<file path="src/rtl/fetch_unit.sv">
// Fetch unit: owns the PC, runs a req/ack handshake to IMEM and hands instructions to decode.
// Define FETCH_PERF_CNT_EN to add the StallCnt/FetchCnt performance counters.
module fetch_unit #(
    parameter int                ADDR_W    = 32,
    parameter int                DATA_W    = 32,
    parameter logic [ADDR_W-1:0] RESET_PC  = '0,
    parameter logic [DATA_W-1:0] NOP_INSTR = DATA_W'(32'h0000_0013)
) (
    input  logic              Clk,
    input  logic              Rst,
    input  logic [5:0]        CtrlWrd,
    input  logic [ADDR_W-1:0] BranchTgt,
    output logic              ImemReq,
    output logic [ADDR_W-1:0] ImemAddr,
    input  logic              ImemAck,
    input  logic [DATA_W-1:0] ImemData,
    output logic [DATA_W-1:0] Instr,
    output logic [ADDR_W-1:0] InstrPc,
    output logic              InstrValid,
    input  logic              DecReady,
    output logic [ADDR_W-1:0] Pc
`ifdef FETCH_PERF_CNT_EN
    ,
    output logic [31:0]       StallCnt,
    output logic [31:0]       FetchCnt
`endif
);

    typedef enum logic [1:0] {IDLE, REQ, VALID} state_e;

    state_e            state_q, state_d;
    logic [ADDR_W-1:0] pc_q, pc_d;
    logic              req_q, req_d;
    logic [ADDR_W-1:0] addr_q, addr_d;
    logic [DATA_W-1:0] instr_q, instr_d;
    logic [ADDR_W-1:0] ipc_q, ipc_d;
    logic              valid_q, valid_d;
    logic [5:0]        cw_q, cw_d;
    logic              drop_q, drop_d;

    logic              flush, imem_re;
    logic [ADDR_W-1:0] tgt_aligned;
    logic              unused_bits;

    assign flush       = CtrlWrd[2];
    assign imem_re     = CtrlWrd[3];
    assign tgt_aligned = {BranchTgt[ADDR_W-1:2], 2'b00};
    assign unused_bits = ^{CtrlWrd[0], cw_q[3:2], cw_q[0], BranchTgt[1:0]};

    // NOTE: sequential state uses non-blocking assignments so every register samples pre-edge values.
    always_ff @(posedge Clk or posedge Rst) begin
        if (Rst) begin
            state_q <= IDLE;
            pc_q    <= RESET_PC;
            req_q   <= 1'b0;
            addr_q  <= RESET_PC;
            instr_q <= NOP_INSTR;
            ipc_q   <= '0;
            valid_q <= 1'b0;
            cw_q    <= '0;
            drop_q  <= 1'b0;
        end else begin
            state_q <= state_d;
            pc_q    <= pc_d;
            req_q   <= req_d;
            addr_q  <= addr_d;
            instr_q <= instr_d;
            ipc_q   <= ipc_d;
            valid_q <= valid_d;
            cw_q    <= cw_d;
            drop_q  <= drop_d;
        end
    end

    always_comb begin
        // NOTE: default assignment first so no path through the case leaves state_d unassigned (no latch).
        state_d = state_q;
        unique case (state_q)
            IDLE:    if (!flush && imem_re) state_d = REQ;
            REQ:     if (ImemAck) state_d = (!flush && !drop_q && cw_q[1]) ? VALID : IDLE;
            VALID: begin
                if (flush)         state_d = IDLE;
                else if (DecReady) state_d = imem_re ? REQ : IDLE;
            end
            default: state_d = IDLE;
        endcase
    end

    always_comb begin
        pc_d    = pc_q;
        req_d   = req_q;
        addr_d  = addr_q;
        instr_d = instr_q;
        ipc_d   = ipc_q;
        valid_d = valid_q;
        cw_d    = cw_q;
        drop_d  = drop_q;
        unique case (state_q)
            IDLE: begin
                if (!flush && imem_re) begin
                    cw_d   = CtrlWrd;
                    req_d  = 1'b1;
                    addr_d = pc_q;
                end
            end
            REQ: begin
                if (ImemAck) begin
                    req_d  = 1'b0;
                    drop_d = 1'b0;
                    // A flushed or already-dropped request completes without side effects.
                    if (!flush && !drop_q) begin
                        if (cw_q[5]) pc_d = cw_q[4] ? tgt_aligned : pc_q + ADDR_W'(4);
                        if (cw_q[1]) begin
                            instr_d = ImemData;
                            ipc_d   = addr_q;
                            valid_d = 1'b1;
                        end
                    end
                end else if (flush) begin
                    drop_d = 1'b1;
                end
            end
            VALID: begin
                if (!flush && DecReady) begin
                    valid_d = 1'b0;
                    instr_d = NOP_INSTR;
                    if (imem_re) begin
                        cw_d   = CtrlWrd;
                        req_d  = 1'b1;
                        addr_d = pc_q;
                    end
                end
            end
            default: ;
        endcase
        if (flush) begin
            valid_d = 1'b0;
            instr_d = NOP_INSTR;
            if (CtrlWrd[4]) pc_d = tgt_aligned;
        end
    end

    assign Pc         = pc_q;
    assign ImemReq    = req_q;
    assign ImemAddr   = addr_q;
    assign Instr      = instr_q;
    assign InstrPc    = ipc_q;
    assign InstrValid = valid_q;

`ifdef FETCH_PERF_CNT_EN
    logic [31:0] stall_cnt_q, fetch_cnt_q;
    logic        stall_evt, fetch_evt;

    assign stall_evt = ((state_q == REQ) && !ImemAck) || ((state_q == VALID) && !DecReady);
    assign fetch_evt = valid_q && DecReady;

    always_ff @(posedge Clk or posedge Rst) begin
        if (Rst) begin
            stall_cnt_q <= '0;
            fetch_cnt_q <= '0;
        end else begin
            if (stall_evt && (stall_cnt_q != '1)) stall_cnt_q <= stall_cnt_q + 32'd1;
            if (fetch_evt && (fetch_cnt_q != '1)) fetch_cnt_q <= fetch_cnt_q + 32'd1;
        end
    end

    assign StallCnt = stall_cnt_q;
    assign FetchCnt = fetch_cnt_q;
`endif

endmodule

</file>
<file path="config.mk">
export PLATFORM = sky130hd
export DESIGN_NAME = fetch_unit
export DESIGN_NICKNAME = d
export VERILOG_FILES = /design/src/rtl/fetch_unit.sv
export SDC_FILE = /design/constraint.sdc
export NUM_CORES = 1
export LEC_CHECK = 0
export CAP_MARGIN = 20
export CORE_MARGIN = 5
export CORE_UTILIZATION = 41
export CTS_BUF_LIST = sky130_fd_sc_hd__clkbuf_8 sky130_fd_sc_hd__clkbuf_16
export DETAILED_ROUTE_END_ITERATION = 7
export PLACE_DENSITY = 0.82
export SYNTH_ARGS = -nofsm -noshare
export SYNTH_HDL_FRONTEND = slang
export SYNTH_SLANG_ARGS = --single-unit
</file>
<file path="constraint.sdc">
create_clock -name Clk -period 4.1 [get_ports Clk]
set_input_delay 0.615 -clock Clk [delete_from_list [all_inputs] [get_ports Clk]]
set_output_delay 0.615 -clock Clk [all_outputs]
set_load 0.03 [all_outputs]
</file>
# Word-level counts from Yosys, hierarchy flattened
# Cells that the tools add are included.
totals:
  mem_bits_rw: 0
  output_inout_bits: 130
  inputBits: 74
  romBits: 0
  elab_cells: 79
  latchBits: 0
  ff_bits: 139
  n_memories: 0
classes:
  n_bitwise: 0
  mux: 41
  order_cmp: 0
  div_mod_pow: 0
  n_eq_ne: 11
  shifts: 0
  n_reduce_logical: 17
  multipliers: 0
  n_addsub: 1
ops:
  columns: ["operator", "n"]
  rows:
  - ["$mux W32", 15]
  - ["$pmux W32 S2", 2]
  - ["$add A32 B3 Y32 const B", 1]
  - ["$mux W6", 3]
  - ["$ne A3 B3 Y1 const B", 5]
  - ["$mux W1", 12]
  - ["$pmux W6 S2", 1]
  - ["$mux W2", 5]
  - ["$reduce_and A5 Y1", 2]
  - ["$ne A2 B2 Y1 const B", 4]
  - ["$reduce_and A4 Y1", 2]
  - ["$pmux W2 S3", 1]
  - ["$reduce_bool A3 Y1", 2]
  - ["$logic_and A1 B1 Y1", 4]
  - ["$reduce_bool A2 Y1", 2]
  - ["$pmux W1 S3", 1]
  - ["$reduce_and A3 Y1", 1]
  - ["$eq A2 B1 Y1 const B", 1]
  - ["$eq A2 B2 Y1 const B", 1]
  - ["$logic_not A1 Y1", 2]
  - ["$logic_not A2 Y1", 1]
  - ["$pmux W1 S2", 1]
  - ["$reduce_and A2 Y1", 1]

# Depth between registers and ports, before layout
depth:
  word_depth: 8
  mapped_depth: 9
  depth_no_buf: 6

# Worst setup path before layout
# Ideal clock, no wire load.
synth_path:
  kind: "reg2reg"
  start: "reg pc_q[2], in the netlist Pc[2]"
  end: "reg pc_q[22], in the netlist Pc[22]"
  setup_slack_ps: 2073
  t_arrival_ps: 1949
  required_time_ps: 4023
  stages_incl_launch_ff: 7
  synth_period_minus_slack_ps: 2027
  cell_sequence: "dfrtp_1 > ha_1 > nand3_1 > or3_4 > o41ai_2 > o221ai_1 > a21oi_1"
synth_via:
  elab_chain_len: 8
synth_lines:
  columns: ["item", "line", "rtl"]
  rows:
  - ["start: declaration", "32", "logic [ADDR_W-1:0] pc_q, pc_d;"]
  - ["start signal: assignment", "64", "pc_q <= pc_d;"]
  - ["$add A32 B3 Y32 *", "112", "if (cw_q[5]) pc_d = cw_q[4] ? tgt_aligned : pc_q + ADDR_W'(4);"]
  - ["$mux W32 * (2 in series)", "112", null]
  - ["$mux W32 *", "111", "if (!flush && !drop_q) begin"]
  - ["$mux W32 *", "107", "if (ImemAck) begin"]
  - ["$mux W32 *", "98", "unique case (state_q)"]
  - ["$mux W32", "139", "if (CtrlWrd[4]) pc_d = tgt_aligned;"]
  - ["$mux W32 *", "136", "if (flush) begin"]
  - ["net pc_d[22]", "32", null]
# The timed path passes the listed nets; every way through them passes the cells marked *.
# A chain may end at the register's enable or synchronous reset.

# Worst setup path after layout
layout_path:
  start: "in CtrlWrd[2]"
  end: "reg pc_q[17], in the netlist Pc[17]"
layout_via:
  elab_chain_len: 7
layout_lines:
  columns: ["item", "line", "rtl"]
  rows:
  - ["start: declaration", "11", "input logic [5:0] CtrlWrd,"]
  - ["$logic_not A1 Y1", "111", null]
  - ["$logic_and A1 B1 Y1", "111", null]
  - ["$mux W32", "111", null]
  - ["$mux W32", "107", null]
  - ["$mux W32", "98", null]
  - ["$mux W32", "139", null]
  - ["$mux W32 *", "136", null]
  - ["net pc_d[17]", "32", null]
# Marked as above.

==> results_dict.tcl <==
set metrics [dict create \
    grt_max_degree 137 \
    finalWirelength_um 17980 \
    post_cts_buffers 0 \
    hold_slack_ps 470.9 \
    grt_usage 0.2115 \
    synth_cells 558 \
    yosysSeqAreaShare 0.5688 \
    finish.utilization 0.6038 \
    crit_fanout 17 \
    first_global_vias 5183 \
    die_x_um 130.9 \
    setup_viol_count_final 0 \
    fill_cells 1191 \
    multi_input_area_mm2 0.002425 \
    period_needed_ps 2619 \
    diodes 0 \
    ys_seq_elements 136 \
    fin_cells 949 \
    tightest_slew_ps 814.8 \
    htree_num_levels 4 \
    cts_num_sinks 136 \
    syn_area_per_cell_um2 10.73 \
    max_slew_margin 0.4548 \
    finalSetupTns_ps 0 \
    dpl.cell_count 918 \
    antenna_found_initial 0 \
    hold_buffers 0 \
    worstSkewPairLatency_ps 410 \
    final_cell_area_mm2 0.008710 \
    port_buffers 200 \
    dp_hpwl_um 12620 \
    synth_edf_count 0 \
    syn_nets 633 \
    crit_family "simple AND/OR/NAND/NOR gates" \
    vdd.ir_drop.worst_v 0.0003956 \
    synth_cell_types 65 \
    wl_per_cell_um 18.95 \
    yosysMostFrequentCell "nand2_1" \
    hold_class "reg -> reg" \
    areaGrowthSynthToFinish_pct 45.41 \
    clk_path_buf_depth 2 \
    fin_crit_sh 0.6388 \
    die_h_um 130.9 \
    critPathMaxStageDelay_ps 690 \
    async_reset_ff_frac 1.000 \
    drv_cap 0 \
    cts_buffers 17 \
    rows 44 \
    hold_viol 0 \
    fmax_ghz 0.3818 \
    dp_slack_ps 1114 \
    ctsResizeCount 0 \
    power_density_mw_per_mm2 647.9 \
    worst-setup-path-type "in -> reg" \
    syn_area_mm2 0.005989 \
    fin_ws_ps 1481 \
    fin_skew_ps 14.15 \
    yosys-top-cells-area "dfrtp_1, nand2_1, mux2_2" \
    num_vias 5153 \
    cts_tree "done" \
    cp.required_ps 4420 \
    ant_nets 0 \
    clk_pin_slew_ps 60 \
    final_nets 828 \
    synth_top_area_cell "dfrtp_1" \
    path_cells "clkdlybuf4s50_1 -> nor2b_1 -> nand2_2 -> nor4_2 -> a211oi_1 -> a311oi_1" \
    gp_congestion 0.9136 \
    outcome "finished, final reports clean" \
    startpoint "CtrlWrd[2]" \
    hp-start "InstrPc[11]" \
    rsz0062_at_grt "false" \
    end_kind "flop" \
    r2r-start "state_q[1]" \
    start_util 0.4152 \
    startpoint_type "primary input" \
    yosys-top-cells-count "nand2_1, dfrtp_1, mux2_2" \
    core-area_mm2 0.01442 \
    cp.buffers_inverters 1 \
    vias_per_cell 5.430 \
    firstDrtPassIters 5 \
    p_total_mw 5.643 \
    grt_pass1_wl_um 27770 \
    grt-ovfl-total 0 \
    synth-main-ff-cell "dfrtp_1" \
    synth_top_area_frac 0.5557 \
    arrival_ps 2940 \
    die_area_mm2 0.01713 \
    slew_violations 0 \
    cp_slowest_cell "clkdlybuf4s50_1" \
    drt-initial-drc-count 412 \
    drc 0 \
    p_leak_nw 3.748 \
    placed_area_mm2 0.008168 \
    root_buffer "clkbuf_16" \
    ys_warn_count 0 \
    num_io_pins 204 \
    drive_gt1_frac 0.1176 \
    regArea_mm2 0.003407 \
]
[layer usage]
layer,part of all wire,GRT usage
met2,0.47,0.3359
met4,0.026,0.08046
met1,0.43,0.2794
met5,0,0
met3,0.074,0.05447
[worst reg2reg max path: stages, from the launching register on]
cell	delay, ps
dfrtp_1	410
and4bb_1	490
nand2_1	210
nor2_4	570
buf_12	300
a22o_1	200
[logic make-up after synthesis]
kind of cell             after synthesis  synth area share
AO/OA/AOI/OAI                         98            0.1218
XOR/XNOR                              10           0.01462
adder cells (fa/ha/maj)                1          0.002089
buffers and inverters                 37           0.02945
flip-flops                           136            0.5688
multiplexers                          40           0.07395
AND/OR/NAND/NOR                      236            0.1893
[power by group]
| part | internal, mW | leakage (nW) | switching, mW |
|---|---|---|---|
| clock | 0.848 | 0.279 | 0.543 |
| sequential | 1.71 | 1.72 | 0.377 |
| combinational | 0.927 | 1.75 | 1.24 |
[layout make-up]
class | instances | area share
inverters | 6 | 0.003017
multi-input cells | 385 | 0.2784
well taps | 184 | 0.02643
flip-flops and latches | 136 | 0.3912
clock inverters | 12 | 0.01020
repair buffers | 207 | 0.2388
clock buffers | 19 | 0.05200
[placed cells by master (no fill, tap or decap), drive strengths merged, types with 3 or more instances in the layout]
| cell | netlist | routed |
|---|---|---|
| xor2 | 3 | 3 |
| a31oi | 3 | 3 |
| xnor2 | 7 | 7 |
| clkinv | 0 | 5 |
| nor3 | 11 | 11 |
| and3 | 4 | 4 |
| nand4 | 8 | 8 |
| inv | 6 | 9 |
| or3 | 3 | 3 |
| a32oi | 3 | 3 |
| nand2 | 144 | 144 |
| and2 | 6 | 6 |
| nor4 | 7 | 7 |
| mux2 | 34 | 34 |
| nor2 | 17 | 17 |
| o21ai | 17 | 17 |
| o22ai | 4 | 4 |
| nand3 | 17 | 17 |
| clkbuf | 9 | 19 |
| dfstp | 3 | 3 |
| o211ai | 3 | 3 |
| clkdlybuf4s50 | 0 | 200 |
| a21oi | 15 | 15 |
| a22o | 29 | 29 |
| and4 | 4 | 4 |
| o22a | 3 | 3 |
| a311oi | 4 | 4 |
| clkinvlp | 0 | 3 |
| buf | 22 | 7 |
| dfrtp | 133 | 133 |
| nor2b | 3 | 3 |
| mux2i | 6 | 6 |
[sequential cells by signal, summed over array words and instances, names as in the netlist]
register    count
ImemAddr       32
InstrPc        32
Instr          32
Pc             32
cw_q            3
state_q         2
ImemReq         1
InstrValid      1
drop_q          1
[worst paths after layout]
| path | depth (start not counted) | slack, ps | to |
|---|---|---|---|
| setup / recovery | 6 | 1480 | Pc[17] |
| hold / removal | 2 | 470 | InstrPc[11] |
| setup reg to reg | 5 | 1880 | Instr[16] |
| hold reg to reg | 2 | 470 | InstrPc[11] |
| max in group asynchronous | 3 | 2780 | InstrPc[28] |
| min in group asynchronous | 3 | 750 | Instr[9] |
No activity file was read; power rests on OpenSTA's default activity.
